--- config.mk ---
export PLATFORM = sky130hd
export DESIGN_NAME = down_count_monitor
export DESIGN_NICKNAME = d
export VERILOG_FILES = /design/src/rtl/down_count_monitor.sv
export SDC_FILE = /design/constraint.sdc
export NUM_CORES = 1
export LEC_CHECK = 0
export ABC_AREA = 1
export CAP_MARGIN = 20
export CORE_MARGIN = 2
export CORE_UTILIZATION = 56
export CTS_BUF_LIST = sky130_fd_sc_hd__clkbuf_8
export DETAILED_ROUTE_END_ITERATION = 8
export PLACE_DENSITY = 0.89
export RECOVER_POWER = 100
export SLEW_MARGIN = 10
export SYNTH_ARGS = -nofsm -noshare
export SYNTH_HDL_FRONTEND = slang
export SYNTH_SLANG_ARGS = --single-unit
--- constraint.sdc ---
create_clock -name clock -period 2 [get_ports clock]
set_clock_uncertainty 0.2 [all_clocks]
set_input_delay 0.3 -clock clock [delete_from_list [all_inputs] [get_ports clock]]
set_output_delay 0.3 -clock clock [all_outputs]
set_load 0.03 [all_outputs]
--- src/rtl/down_count_monitor.sv ---
// Checker for a free-running down counter: tracks lock, wraps and step errors.
// Statistics saturate; clear wipes them without touching the tracking FSM.
module down_count_monitor #(
  parameter int WIDTH      = 4,
  parameter int RESYNC_LEN = 3,
  parameter int CNT_WIDTH  = 8
) (
  input  logic                 clock,
  input  logic                 reset,
  input  logic [WIDTH-1:0]     count,
  input  logic                 clear,
  output logic                 inSync,
  output logic                 wrap,
  output logic [CNT_WIDTH-1:0] wrapCount,
  output logic                 errorFlag,
  output logic [CNT_WIDTH-1:0] errorCount
);

  typedef enum logic [1:0] {
    ACQUIRE,
    RESYNC,
    TRACK
  } state_t;

  localparam logic [3:0] RLEN = 4'(RESYNC_LEN);

  state_t               state_q, state_d;
  logic [WIDTH-1:0]     prev_q, prev_d;
  logic [3:0]           run_q, run_d;
  logic                 wrap_q, wrap_d;
  logic [CNT_WIDTH-1:0] wrap_cnt_q, wrap_cnt_d;
  logic                 err_flag_q, err_flag_d;
  logic [CNT_WIDTH-1:0] err_cnt_q, err_cnt_d;

  logic [WIDTH-1:0] expected;
  logic             good;
  logic             wrap_ev;
  logic             err_ev;

  always_comb begin
    expected = prev_q - WIDTH'(1);
    good     = (count == expected);
    prev_d   = count;
    state_d  = state_q;
    run_d    = run_q;
    wrap_ev  = 1'b0;
    err_ev   = 1'b0;
    unique case (state_q)
      ACQUIRE: begin
        state_d = RESYNC;
        run_d   = '0;
      end
      RESYNC: begin
        if (good) begin
          run_d = run_q + 4'd1;
          if (run_q + 4'd1 == RLEN) begin
            state_d = TRACK;
            run_d   = '0;
          end
        end else begin
          run_d = '0;
        end
      end
      TRACK: begin
        if (good) begin
          wrap_ev = (prev_q == '0);
        end else begin
          err_ev  = 1'b1;
          state_d = RESYNC;
          run_d   = '0;
        end
      end
      default: begin
        state_d = ACQUIRE;
        run_d   = '0;
      end
    endcase
  end

  // Clear wins over same-cycle events; the wrap pulse itself is unaffected.
  always_comb begin
    wrap_d     = wrap_ev;
    wrap_cnt_d = wrap_cnt_q;
    err_flag_d = err_flag_q;
    err_cnt_d  = err_cnt_q;
    if (clear) begin
      wrap_cnt_d = '0;
      err_flag_d = 1'b0;
      err_cnt_d  = '0;
    end else begin
      if (wrap_ev && (wrap_cnt_q != '1))
        wrap_cnt_d = wrap_cnt_q + CNT_WIDTH'(1);
      if (err_ev) begin
        err_flag_d = 1'b1;
        if (err_cnt_q != '1)
          err_cnt_d = err_cnt_q + CNT_WIDTH'(1);
      end
    end
  end

  always_ff @(posedge clock or posedge reset) begin
    if (reset) begin
      state_q    <= ACQUIRE;
      prev_q     <= '0;
      run_q      <= '0;
      wrap_q     <= 1'b0;
      wrap_cnt_q <= '0;
      err_flag_q <= 1'b0;
      err_cnt_q  <= '0;
    end else begin
      state_q    <= state_d;
      prev_q     <= prev_d;
      run_q      <= run_d;
      wrap_q     <= wrap_d;
      wrap_cnt_q <= wrap_cnt_d;
      err_flag_q <= err_flag_d;
      err_cnt_q  <= err_cnt_d;
    end
  end

  assign inSync     = (state_q == TRACK);
  assign wrap       = wrap_q;
  assign wrapCount  = wrap_cnt_q;
  assign errorFlag  = err_flag_q;
  assign errorCount = err_cnt_q;

endmodule

==> flow_metrics.env, run 1 <==
export IMPL_post_route_period_util_pct=99.1
export IMPL_drt_initial_drc_count=50
export IMPL_setup_viol=0
export IMPL_vdd_ir_drop_max_mv=0.364
export IMPL_ys_types=30
export IMPL_drcViolationCount=0
export IMPL_syn_nets=224
export IMPL_grt_overflow=0
export IMPL_slew_headroom_pct=53.4
export IMPL_finalCriticalPeriod_ns=1.98
export IMPL_critical_path_max_stage_delay_ns=0.39
export IMPL_rsz0062_at_grt="true"
export IMPL_powerDensity_nw_per_um2=511
export IMPL_hp_start="errorFlag$_DFFE_PP0P_"
export IMPL_viasPerCell=5.38
export IMPL_clkTransAtPathRegs_ns=0.09
export IMPL_reg2reg_setup_slack_ns=0.02
export IMPL_worstPathCellList="inv_1 -> ha_4 -> inv_1 -> nand2_1 -> nand2_1 -> nand2_1 -> nand2_2 -> nor2_4 -> nand2_4 -> nand3_4 -> buf_12 -> nand3_1 -> nand2_1"
export IMPL_cts_max_level=1
export IMPL_io_pins=26
export IMPL_outcome="complete, no violations"
export IMPL_synth_sequential_area_ratio_pct=41.4
export IMPL_intPower_mw=0.817
export IMPL_r2r_start="prev_q[1]$_DFF_PP0_"
export IMPL_syn2layout_area_growth_pct=28.4
export IMPL_slew_violations=0
export IMPL_ys_seq_elements=28
export IMPL_yosysWarnings=0
export IMPL_cp_arrival_ns=2.00
export IMPL_dp_slack_ns=-0.118
export IMPL_leakagePower_nw=1.11
export IMPL_cp_start_kind="flip-flop"
export IMPL_routed_wl_microns=3580
export IMPL_crit_path_frequent_cell="nand2_1"
export IMPL_hold_end="errorFlag$_DFFE_PP0P_"
export IMPL_io_buffers=25
export IMPL_layout_common_cells="nand2_1, dfrtp_1, inv_1, nand3_1"
export IMPL_path_class="reg2reg"
export IMPL_tightestPinTransition_ns=0.699
export IMPL_pwr_share_comb_pct=14.5
export IMPL_yosys_area_share_adder_pct=4.43
export IMPL_gp_congestion=0.834
export IMPL_maxCapViolations=0
export IMPL_final_nets=261
export IMPL_synthSimpleGateAreaFrac_pct=37.8
export IMPL_clkPwrFrac_pct=31.5
export IMPL_cp_slowest_cell="dfrtp_1"
export IMPL_crit_path_max_fanout=6
export IMPL_cts_buffers=3
export IMPL_dieArea_sq_um=3480
export IMPL_synth_area_per_cell_sq_um=8.03
export IMPL_core_area_sq_um=2810
export IMPL_fin_area_sq_um=2180
export IMPL_die_w_microns=59
export IMPL_grt_pass1_vias=1368
export IMPL_yosysTopAreaCell="dfrtp_1"
export IMPL_p_seq_share_pct=54.0
export IMPL_p_switching_mw=0.296
export IMPL_dpl_cell_area_sq_um=2000
export IMPL_critical_path_buf_inv_count=3
export IMPL_cp_end_kind="flip-flop"
export IMPL_setup_ws_ns=0.0173
export IMPL_max_freq_mhz=504
export IMPL_setup_tns_ns=0
export IMPL_drt_wirelength_per_cell_microns=12.9
export IMPL_drive_gt1_share_pct=17.8
export IMPL_netlist_area_sq_um=1690
export IMPL_worstSkewPairLatency_ns=0.27
export IMPL_start_util_pct=60.4
export IMPL_synth_mux_area_share_pct=0
export IMPL_antenna_cells=0
export IMPL_reg2regPathDepth=13
export IMPL_via_count=1496
export IMPL_dr_pass1_iters=4
export IMPL_antenna_found_initial=0
export IMPL_hold_class="reg2reg"
export IMPL_crit_family="simple AND/OR/NAND/NOR gates"
export IMPL_root_buffer="clkbuf_8"
export IMPL_track_usage_pct=21.8
export IMPL_path_depth=13
export IMPL_synthTopCellsByArea="dfrtp_1, nand2_1, nand3_1, inv_1, ha_1"
export IMPL_drtAntennaViolNets=0
export IMPL_cts_sinks=28
export IMPL_cp_required_ns=2.02
export IMPL_synth_compound_area_share_pct=3.55
export IMPL_post_route_util_pct=77.6
export IMPL_std_cell_rows=19
export IMPL_p_sw_share_pct=26.6
export IMPL_grt_first_pass_wirelength_microns=5910
export IMPL_hold_violations=0
export IMPL_synth_top_area_share_pct=41.4
export IMPL_final_common_cell="nand2_1"
export IMPL_grt_max_degree=29
export IMPL_synthXorXnorAreaFrac_pct=5.69
export IMPL_hpwl_microns=2450
export IMPL_chipHeight_microns=59
export IMPL_synthCells=211
export IMPL_r2r_end="errorCount[3]$_DFFE_PP0P_"
export IMPL_synth_top_family_by_area="simple AND/OR/NAND/NOR gates"
export IMPL_cts_tree="yes"
export IMPL_clock_path_buffers=2
export IMPL_worstHoldPathCells=2
==> power groups by stage <==
stage	combinational [mW]	sequential (mW)	clock, mW
finish	0.161	0.601	0.351
global route	0.180	0.603	0.377
CTS	0.146	0.600	0.356
detailed placement	0.145	0.611	0
global placement	0.142	0.610	0
floorplan	0.0874	0.619	0
==> state kept, by name, summed over array words and instances (netlist names) <==
signal and flops:
errorCount 8, run_q 4, wrapCount 8, errorFlag 1, prev_q 4, wrap 1, state_q 2
==> worst max path at each step <==
stage | startpoint | endpoint | slack, ns
3_3_place_gp | count[3] | wrapCount[2]$_DFFE_PP0P_ | -0.03
4_1_cts | prev_q[0]$_DFF_PP0_ | wrapCount[7]$_DFFE_PP0P_ | 0.02
5_1_grt | prev_q[1]$_DFF_PP0_ | errorCount[0]$_DFFE_PP0P_ | -0.11
2_1_floorplan | prev_q[0]$_DFF_PP0_ | errorCount[0]$_DFFE_PP0P_ | 0.20
6_report | prev_q[1]$_DFF_PP0_ | errorCount[3]$_DFFE_PP0P_ | 0.02
3_5_place_dp | count[3] | wrapCount[4]$_DFFE_PP0P_ | -0.12
==> timing repair <==
| item | in CTS | in global routing |
|---|---|---|
| hold buffers | 0 | 0 |
| endpoints found under the setup margin | 1 | 22 |
| gates resized for setup | 1 | 14 |
| hold endpoints to repair | 0 | 0 |
| buffers inserted | 0 | 5 |
| pin swaps | 0 | 8 |
==> Yosys cell counts <==
cell      count
xor2_1        8
nand4_1       9
nand2_1      49
nand2_4       2
clkinv_1      2
dfrtp_1      28
inv_2         2
nor2_4        4
a31oi_1       1
o21bai_1      1
nor3b_1       1
nand3_2       2
xnor2_1       3
nand3_1      27
nand2_2       5
nand4_2       1
clkbuf_1      1
o31ai_1       1
o21ai_0       2
nor2_8        1
a21oi_1       2
buf_2         1
inv_1        26
ha_1          6
nor2_2        1
o21ai_2       1
nand3_4       1
nor3_1        3
o21ai_1       2
nor2_1       18
==> layer usage <==
| metal | wire length [microns] | share of wire [%] | GRT usage, % | vias to the layer above |
|---|---|---|---|---|
| li1 | - | - | - | 755 |
| met1 | 1600 | 45 | 29.4 | 697 |
| met2 | 1800 | 50 | 37.6 | 40 |
| met3 | 157 | 4.4 | 2.62 | 4 |
| met4 | 23 | 0.64 | 4.87 | 0 |
| met5 | 0 | 0 | 0 | - |
==> cell type report <==
class / instances / area (sq um)
multi-input cells: 151 / 942
flip-flops and latches: 28 / 701
fillers: 187 / 629
repair buffers: 34 / 327
inverters: 30 / 113
clock buffers: 4 / 55.1
well taps: 31 / 38.8
==> worst reg2reg max path: cells and delay by family, from the launching register on <==
family                     cells  cell delay, ns
and+or+nand+nor                9            0.87
buffers and inverters          3            0.33
adders and majority gates      1            0.16
DFF                            1            0.39
==> through the flow <==
stage,cells,power (mW),hold WS [ns]
3_5_place_dp,269,0.757,0.305
6_report,278,1.11,0.324
3_3_place_gp,269,0.752,0.304
2_1_floorplan,211,0.707,0.131
4_1_cts,273,1.10,0.217
5_1_grt,278,1.16,0.346
==> logic make-up after synthesis <==
group                      count (synthesis)
buffers and inverters                     32
AOI/OAI and AO/OA                         10
DFF                                       28
xor gates and xnor gates                  11
and+or+nand+nor                          124
adders and majority gates                  6
No activity file was read; power rests on OpenSTA's default activity.
==> run 2: changes to the inputs <==
CORE_MARGIN = default   (was 2)
==> run 2 against run 1 <==
  * The run now ends with design-rule violations left
  * Non-clock buffer count up 1
  * Worst hold slack about the same
  * Sequential power about the same
  * Cell area is 1.1% lower
  * First-iteration DRC count is 96% higher
  * Clock-buffer cell count is the same
  * Clock power about the same
  * Wire length rose by 3.5%
  * Sequential share of layout area rose by 0.36 points
  * Cell count is 0.36% higher
  * Largest power group unchanged
  * Largest cell class unchanged
==> flow_metrics.env, run 2 (synthesis gave the netlist of run 1 again) <==
export IMPL_post_route_period_util_pct=98.4
export IMPL_syn2layout_area_growth_pct=27.0
export IMPL_io_buffers=25
export IMPL_setup_viol=0
export IMPL_core_area_sq_um=2810
export IMPL_vdd_ir_drop_max_mv=0.371
export IMPL_worstPathCellList="inv_2 -> ha_4 -> inv_1 -> nand2_2 -> nand2_2 -> nand2_2 -> nand2_2 -> nor2_4 -> nand2_4 -> nand3_4 -> nand2_4 -> nor2_2 -> nor2_1"
export IMPL_regArea_sq_um=701
export IMPL_cts_buffers=3
export IMPL_grt_pass1_vias=1403
export IMPL_cts_tree="yes"
export IMPL_setup_ws_ns=0.0324
export IMPL_setup_tns_ns=0
export IMPL_dr_pass1_iters=6
export IMPL_routed_wl_microns=3710
export IMPL_grt_max_degree=28
export IMPL_die_w_microns=57
export IMPL_outcome="complete, but fails checks"
export IMPL_root_buffer="clkbuf_8"
export IMPL_leakagePower_nw=1.09
export IMPL_final_common_cell="nand2_1"
export IMPL_crit_path_frequent_cell="nand2_2"
export IMPL_worstSkewPairLatency_ns=0.27
export IMPL_hpwl_microns=2500
export IMPL_cp_arrival_ns=1.93
export IMPL_cp_end_kind="flip-flop"
export IMPL_max_freq_mhz=508
export IMPL_crit_path_max_fanout=8
export IMPL_track_usage_pct=22.8
export IMPL_gp_congestion=0.834
export IMPL_drive_gt1_share_pct=17.7
export IMPL_drt_wirelength_per_cell_microns=13.3
export IMPL_hold_class="reg2reg"
export IMPL_drtAntennaViolNets=0
export IMPL_cp_slowest_cell="dfrtp_1"
export IMPL_start_util_pct=60.4
export IMPL_critical_path_max_stage_delay_ns=0.40
export IMPL_violations="design-rule violations"
export IMPL_final_nets=262
export IMPL_cts_sinks=28
export IMPL_dieArea_sq_um=3250
export IMPL_grt_first_pass_wirelength_microns=5850
export IMPL_path_class="reg2reg"
export IMPL_slew_headroom_pct=45.7
export IMPL_cts_max_level=1
export IMPL_chipHeight_microns=57
export IMPL_cp_required_ns=1.96
export IMPL_hold_buffers=0
export IMPL_via_count=1559
export IMPL_dpl_cell_area_sq_um=2010
export IMPL_grt_overflow=0
export IMPL_finalCriticalPeriod_ns=1.97
export IMPL_tightestPinTransition_ns=0.814
export IMPL_cp_start_kind="flip-flop"
export IMPL_dp_slack_ns=-0.0599
export IMPL_std_cell_rows=19
export IMPL_nFillCells=206
export IMPL_drcViolationCount=4
export IMPL_clkTransAtPathRegs_ns=0.09
export IMPL_antenna_cells=0
export IMPL_power_total_mw=1.11
export IMPL_maxCapViolations=0
export IMPL_antenna_found_initial=0
export IMPL_viasPerCell=5.59
export IMPL_clock_path_buffers=2
export IMPL_slew_violations=0
export IMPL_fin_area_sq_um=2150
export IMPL_hold_violations=0
export IMPL_layout_common_cells="nand2_1, dfrtp_1, nand3_1"
export IMPL_io_pins=26
export IMPL_drt_initial_drc_count=98
export IMPL_powerDensity_nw_per_um2=517
export IMPL_multi_input_area_sq_um=928
-- run 2: changes by cell type in the layout (fill, tap and decap cells not counted), sizes merged --
cell           previous run  this run
clkbuf                    5         8
clkdlybuf4s50            17        16
dlygate4sd3               7         6
-- run 2: per-layer routing --
layer  track usage (%)  wire, microns
met4              5.92             63
met2              40.3           1840
met5                 0              0
met1              30.1           1650
met3              2.27            152
-- run 2: path summary, 6_finish.rpt --
kind / from / endpoint / slack (ns) / cells after the start
min reg2reg: errorFlag$_DFFE_PP0P_ / errorFlag$_DFFE_PP0P_ / 0.32 / 2
max: prev_q[0]$_DFF_PP0_ / errorCount[0]$_DFFE_PP0P_ / 0.03 / 13
max reg2reg: prev_q[0]$_DFF_PP0_ / errorCount[0]$_DFFE_PP0P_ / 0.03 / 13
min in group asynchronous: reset / wrapCount[1]$_DFFE_PP0P_ / 0.47 / 3
max in group asynchronous: reset / errorFlag$_DFFE_PP0P_ / 0.60 / 3
min: errorFlag$_DFFE_PP0P_ / errorFlag$_DFFE_PP0P_ / 0.32 / 2
-- run 2: worst max-delay path, delay by kind of cell (launching register included) --
| family | cells | cell delay [ns] |
|---|---|---|
| fa+ha+maj | 1 | 0.15 |
| buf+inv | 2 | 0.17 |
| flops | 1 | 0.40 |
| simple gates | 10 | 0.92 |
-- run 2: repair_timing --
action	in CTS	in global routing
cloned	0	0
pin swaps	0	7
setup buffers	1	4
gates resized for setup	1	16
endpoints found under the setup margin	4	24
-- run 2: cell type report --
class,instances,share of cell area [%]
flip-flops and latches,28,32.6
multi-input cells,151,43.1
clock buffers,4,2.56
well taps,31,1.80
repair buffers,35,14.7
inverters,30,5.23
-- run 2: where the power goes --
part           switching [mW]  internal (mW)
Combinational           0.103         0.0586
Clock                   0.174          0.176
Sequential             0.0208          0.580
Total                   0.297          0.815
-- run 2: per-stage QoR --
step	instances	hold WS, ns	utilization (%)
floorplan	211	0.131	-
global placement	270	0.300	71.7
detailed placement	270	0.300	71.7
CTS	275	0.146	73.9
global route	279	0.343	76.7
finish	279	0.325	76.7
